### config.mk
export PLATFORM = sky130hd
export DESIGN_NAME = sub_nnbit_nibble_serial
export DESIGN_NICKNAME = d
export VERILOG_FILES = /design/src/rtl/sub_nnbit_nibble_serial.sv
export SDC_FILE = /design/constraint.sdc
export NUM_CORES = 1
export LEC_CHECK = 0
export BUFFER_PORTS_ARGS = -buffer_cell sky130_fd_sc_hd__buf_4
export CAP_MARGIN = 0
export CELL_PAD_IN_SITES_DETAIL_PLACEMENT = 1
export CELL_PAD_IN_SITES_GLOBAL_PLACEMENT = 2
export CORE_ASPECT_RATIO = 1.75
export CORE_UTILIZATION = 35
export CTS_CLUSTER_DIAMETER = 60
export DETAILED_ROUTE_END_ITERATION = 10
export PLACE_DENSITY = 0.77
export SETUP_SLACK_MARGIN = 0.4
export SLEW_MARGIN = 20
export SYNTH_ARGS = -nofsm -noshare
export SYNTH_HDL_FRONTEND = slang
export SYNTH_SLANG_ARGS = --single-unit
### constraint.sdc
create_clock -name i_clk -period 2.8 [get_ports i_clk]
set_clock_uncertainty 0.15 [all_clocks]
set_input_delay 0.56 -clock i_clk [delete_from_list [all_inputs] [get_ports i_clk]]
set_output_delay 0.56 -clock i_clk [all_outputs]
set_load 0.02 [all_outputs]
### src/rtl/sub_nnbit_nibble_serial.sv
// rtl/sub_nnbit_nibble_serial.sv - nibble-serial subtractor a - b - brw with valid/ready handshakes
module sub_nnbit_nibble_serial #(
    parameter int DATA_WIDTH = 8
) (
    input  logic                  i_clk,
    input  logic                  i_rst_n,
    input  logic                  i_valid,
    output logic                  o_ready,
    input  logic [DATA_WIDTH-1:0] i_num_a,
    input  logic [DATA_WIDTH-1:0] i_num_b,
    input  logic                  i_brw,
    output logic                  o_valid,
    input  logic                  i_ready,
    output logic [DATA_WIDTH-1:0] o_res,
    output logic                  o_brw,
    output logic                  o_ovf
);

    localparam int N  = DATA_WIDTH / 4;
    localparam int CW = (N > 1) ? $clog2(N) : 1;

    generate
        if ((DATA_WIDTH % 4) != 0 || DATA_WIDTH < 4) begin : g_bad_width
            $error("sub_nnbit_nibble_serial: DATA_WIDTH must be a multiple of 4 and >= 4");
        end
    endgenerate

    typedef enum logic [1:0] {
        S_IDLE = 2'd0,
        S_CALC = 2'd1,
        S_DONE = 2'd2
    } state_t;

    state_t                  state;
    state_t                  state_nxt;
    logic [CW-1:0]           cnt;
    logic                    brw_reg;
    logic [DATA_WIDTH-1:0]   a_sh;
    logic [DATA_WIDTH-1:0]   b_sh;
    logic                    a_msb;
    logic                    b_msb;
    logic [DATA_WIDTH-1:0]   partial;
    logic [DATA_WIDTH-1:0]   partial_nxt;
    logic [4:0]              nib_sum;
    logic                    last_nib;

    // Operands shift right so the active nibble is always at [3:0]; results enter at the top.
    assign nib_sum  = {1'b0, a_sh[3:0]} + {1'b0, ~b_sh[3:0]} + {4'b0000, ~brw_reg};
    assign last_nib = (cnt == CW'(N - 1));

    always_comb begin
        partial_nxt = partial >> 4;
        partial_nxt[DATA_WIDTH-4 +: 4] = nib_sum[3:0];
    end

    always_comb begin
        state_nxt = state;
        case (state)
            S_IDLE: if (i_valid) state_nxt = S_CALC;
            S_CALC: if (last_nib) state_nxt = S_DONE;
            S_DONE: if (i_ready) state_nxt = S_IDLE;
            default: state_nxt = S_IDLE;
        endcase
    end

    assign o_ready = (state == S_IDLE) & i_rst_n;
    assign o_valid = (state == S_DONE);

    always_ff @(posedge i_clk or negedge i_rst_n) begin
        if (!i_rst_n) begin
            state <= S_IDLE;
        end else begin
            state <= state_nxt;
        end
    end

    always_ff @(posedge i_clk or negedge i_rst_n) begin
        if (!i_rst_n) begin
            cnt     <= '0;
            brw_reg <= 1'b0;
            a_sh    <= '0;
            b_sh    <= '0;
            a_msb   <= 1'b0;
            b_msb   <= 1'b0;
            partial <= '0;
            o_res   <= '0;
            o_brw   <= 1'b0;
            o_ovf   <= 1'b0;
        end else begin
            case (state)
                S_IDLE: begin
                    if (i_valid) begin
                        a_sh    <= i_num_a;
                        b_sh    <= i_num_b;
                        a_msb   <= i_num_a[DATA_WIDTH-1];
                        b_msb   <= i_num_b[DATA_WIDTH-1];
                        brw_reg <= i_brw;
                        cnt     <= '0;
                    end
                end
                S_CALC: begin
                    a_sh    <= a_sh >> 4;
                    b_sh    <= b_sh >> 4;
                    partial <= partial_nxt;
                    brw_reg <= ~nib_sum[4];
                    cnt     <= cnt + 1'b1;
                    if (last_nib) begin
                        o_res <= partial_nxt;
                        o_brw <= ~nib_sum[4];
                        o_ovf <= (a_msb != b_msb) & (partial_nxt[DATA_WIDTH-1] != a_msb);
                    end
                end
                default: begin
                end
            endcase
        end
    end

endmodule

=== Yosys cells after proc, flatten, opt, wreduce, memory -nomap -nowiden ===
Cells that the tools add are included.

* Add/sub/neg operators: 3
* $mul: 0
* Divide/modulo/power cells: 0
* $lt $le $gt $ge: 0
* Eq/ne operators: 7
* Shifts and indexed selects: 0
* Mux-type cells: 12
* Bitwise logic cells: 5
* Reductions and logical operators: 6

{| class="wikitable"
|+ Operator list
! operator !! number
|-
| $pmux 8 s2 || 2
|-
| $mux 8 || 2
|-
| $mux 2 || 3
|-
| $pmux 2 s3 || 1
|-
| $reduce_and 2->1 || 3
|-
| $add 4x4->5 || 1
|-
| $add 5x1->5 || 1
|-
| $ne 2x2->1 const B || 2
|-
| $not 4->4 || 1
|-
| $pmux 1 s2 || 2
|-
| $reduce_and 3->1 || 1
|-
| $and 1x1->1 || 2
|-
| $eq 2x1->1 const B || 1
|-
| $eq 2x2->1 const B || 1
|-
| $logic_not 2->1 || 1
|-
| $mux 1 || 2
|-
| $ne 1x1->1 || 2
|-
| $ne 2x1->1 const B || 1
|-
| $not 1->1 || 2
|-
| $reduce_bool 2->1 || 1
|-
| $add 1x1->1 const B || 1
|}

* Bits in registers: 40
* Bits in latches: 0
* Memory bits (writable): 0
* Bits in read-only memories: 0
* Output and inout port bits: 12
* Word-level logic and storage cells: 44
* Memories: 0

=== Logic depth before layout (Yosys ltp) ===
* Depth after elaboration: 5
* Mapped depth: 8
* Mapped depth without buffers: 8

=== Worst setup path before layout ===
Ideal clock, no wire load.

* Path kind: register to register
* Start point: register brw_reg
* End point: register o_res[5]
* Setup time: 0.128 ns
* Data arrival time: 1.553 ns
* Data required time: 2.522 ns
* Slack: 0.970 ns
* Stages on the path, launching flop included: 5
* Path buffers: 0
* Path through: dfrtp_1 -> fa_1 -> inv_1 -> fa_1 -> mux2_1

* Cells in the longest elaborated chain, start to end: 2

{| class="wikitable"
|+ Ends and longest elaborated chain
! item !! RTL line !! text
|-
| from (decl) || 37 || <nowiki>logic brw_reg;</nowiki>
|-
| from (signal assigned) || 97 || <nowiki>brw_reg <= i_brw;</nowiki>
|-
| from (signal assigned) || 105 || <nowiki>brw_reg <= ~nib_sum[4];</nowiki>
|-
| $not 1->1 || 48 || <nowiki>assign nib_sum = {1'b0, a_sh[3:0]} + {1'b0, ~b_sh[3:0]} + {4'b0000, ~brw_reg};</nowiki>
|-
| $add 5x1->5 || 48 ||
|-
| net nib_sum[1] || 44 || <nowiki>logic [4:0] nib_sum;</nowiki>
|-
| to (signal assigned) || 108 || <nowiki>o_res <= partial_nxt;</nowiki>
|-
| to (decl) || 14 || <nowiki>output logic [DATA_WIDTH-1:0] o_res,</nowiki>
|}

The timed path passes the listed nets, and every way through them passes these cells.
A chain may end at the register's enable or synchronous reset.

=== Final worst setup path ===
Ends and elaborated chain as after synthesis.

==> results_dict.tcl <==
set metrics [dict create \
    outcome "completed" \
    die-area_um2 4930 \
    clock_latency_ns 0.29 \
    core_um2 4440 \
    setup_tns_ns 0 \
    drtIter0Drc 17 \
    worst_slack_ns 0.911 \
    wl_um 3690 \
    antenna_found_initial 0 \
    grt_pass1_vias 1324 \
    row_count 32 \
    dp_slack_ns 0.897 \
    grt_pass1_wl_um 6180 \
    clkTransAtPathRegs_ns 0.08 \
    syn_to_final_growth_pct 24.8 \
    yosysTopAreaCell "dfrtp_1" \
    overflow 0 \
    crit_type "reg2reg" \
    die_y_um 92.1 \
    power.total_w 0.00252 \
    grt_max_degree 37 \
    dieWidth_um 53.5 \
    leakage_nw 0.963 \
    ys_types 31 \
    syn_inst 155 \
    drt_pass1_iterations 4 \
    n_antenna_cell 0 \
    min_period_ns 1.89 \
    ys_ff_latch 36 \
    yosys_warnings 0 \
    h-tree-depth 2 \
    routed-via-count 1220 \
    top_regs "a_sh: 8 flops, b_sh: 8 flops, o_res: 8 flops" \
    powerDensity_nw_per_um2 1240 \
    numCtsBuffers 5 \
    setup_violations 0 \
    drc 0 \
    ant_nets 0 \
    peakVddDrop_v 0.000544 \
    critPathMaxFanout 2 \
    viasPerCell 5.04 \
    place.gp.congestion 0.665 \
    cpPeakStageDelay_ns 0.44 \
    whs_ns 0.156 \
    relSlewSlack 0.604 \
    crit_top_cell "fa_1" \
    startpoint_type "flop" \
    rsz0062_at_grt "no" \
    required_ns 2.83 \
    cts_tree "built" \
    syn_area_per_cell_um2 10.5 \
    cap_violations 0 \
    cts_root_buf "clkbuf_8" \
    worstMarginPinSlew_ns 0.594 \
    fmax_mhz 529 \
    worstHoldPathType "in2async" \
    post-route-period-util 0.675 \
    crit_arrival_ns 1.92 \
    final_nets 216 \
    hold_viol_final 0 \
    yosys.area.top_type_share 0.554 \
    clkSinkCount 36 \
    crit_chain "fa_1, inv_1, fa_1, mux2_1" \
    port-buffer-count 32 \
    cts_resized 0 \
    grt_usage 0.176 \
    hpwl_um 2720 \
    critPathSlowestCell "fa_1" \
    ys_seq_area_frac 0.554 \
    initial_core_util 0.366 \
    wl_per_cell_um 15.3 \
    post_cts_buffers 0 \
    slew_viol_final 0 \
    cts_buffer_depth 2 \
    post_synth_instance_area_um2 1630 \
    synth.area.top_cells "dfrtp_1, nand2_1, mux2_1, o21ai_1, o21ai_0" \
    postCtsHoldBufs 0 \
    syn_nets 181 \
    cp-end-kind "flop" \
    drive_gt1_frac 0.241 \
    ios 33 \
]
[critical path: cells and delay by family, from the launching register on]
family	cells	cell delay, ns
mux	1	0.30
flops	1	0.40
fa+ha+maj	2	0.86
buf+inv	1	0.08
[cells by family after synthesis]
family | synth area share
XOR/XNOR | 0.0108
multiplexers | 0.0801
adder cells (fa/ha/maj) | 0.0477
AND/OR/NAND/NOR | 0.146
buffers and inverters | 0.0393
flip-flops | 0.554
AO/OA/AOI/OAI | 0.122
[final cells by class]
cell class	count	area (um^2)
fill	524	2420
sequential	36	901
multi-input combinational	106	667
timing repair buffer	35	263
clock buffer	5	68.8
tap	51	63.8
clock inverter	3	42.5
inverter	6	22.5
[per-layer routing]
layer / track usage / part of all wire
met5: 0 / 0
met4: 0.0592 / 0.014
met3: 0.0415 / 0.032
met2: 0.317 / 0.56
met1: 0.190 / 0.39
[synthesized netlist by cell type, drive strengths merged]
master / instances
nand3b: 2
o21bai: 1
inv: 6
a21oi: 6
nand3: 1
a21o: 1
o2111ai: 1
a22oi: 1
mux2i: 4
clkbuf: 1
nor3b: 3
buf: 6
nor2b: 1
nand2: 36
xnor2: 2
a22o: 2
and3b: 1
dfrtp: 36
nand2b: 2
fa: 2
mux2: 8
o21ai: 22
a211o: 1
ha: 3
nor2: 6
[cell usage in the layout (no fill, tap or decap), drive strengths merged]
cell type / n
clkinvlp: 1
bufinv: 1
o21ai: 22
dfrtp: 36
a21oi: 6
nand3: 1
nor2: 6
mux2i: 4
clkinv: 1
mux2: 8
a22oi: 1
nor2b: 1
nand2b: 2
a211o: 1
fa: 2
nand3b: 2
xnor2: 2
o21bai: 1
and3b: 1
inv: 6
nor3b: 3
buf: 35
a21o: 1
nand2: 36
ha: 3
clkbuf: 5
o2111ai: 1
a22o: 2
[path summary, 6_finish.rpt]
check,endpoint,startpoint,cells after the start,slack [ns]
max,o_res[5],brw_reg,4,0.91
max reg2reg,o_res[5],brw_reg,4,0.91
min,o_res[0],i_rst_n,2,0.16
min reg2reg,partial[5],partial[5],2,0.33
min in group i_clk,state[1],i_ready,2,0.31
max in group asynchronous,state[1],i_rst_n,2,2.01
[report_power, final]
part | switching [W] | total (W) | internal (W)
registers | 0.000162 | 0.000927 | 0.000765
logic | 0.000657 | 0.00114 | 0.000481
clock network | 0.000196 | 0.000459 | 0.000264
total | 0.00101 | 0.00252 | 0.00151
[metrics by stage]
stage | util | cell area (um^2) | instances
6_report | 0.456 | 2030 | 242
5_1_grt | 0.456 | 2030 | 242
4_1_cts | 0.456 | 2030 | 242
3_5_place_dp | 0.431 | 1920 | 234
3_3_place_gp | 0.431 | 1920 | 234
2_1_floorplan | - | 1630 | 155
No activity file was read; power rests on OpenSTA's default activity.
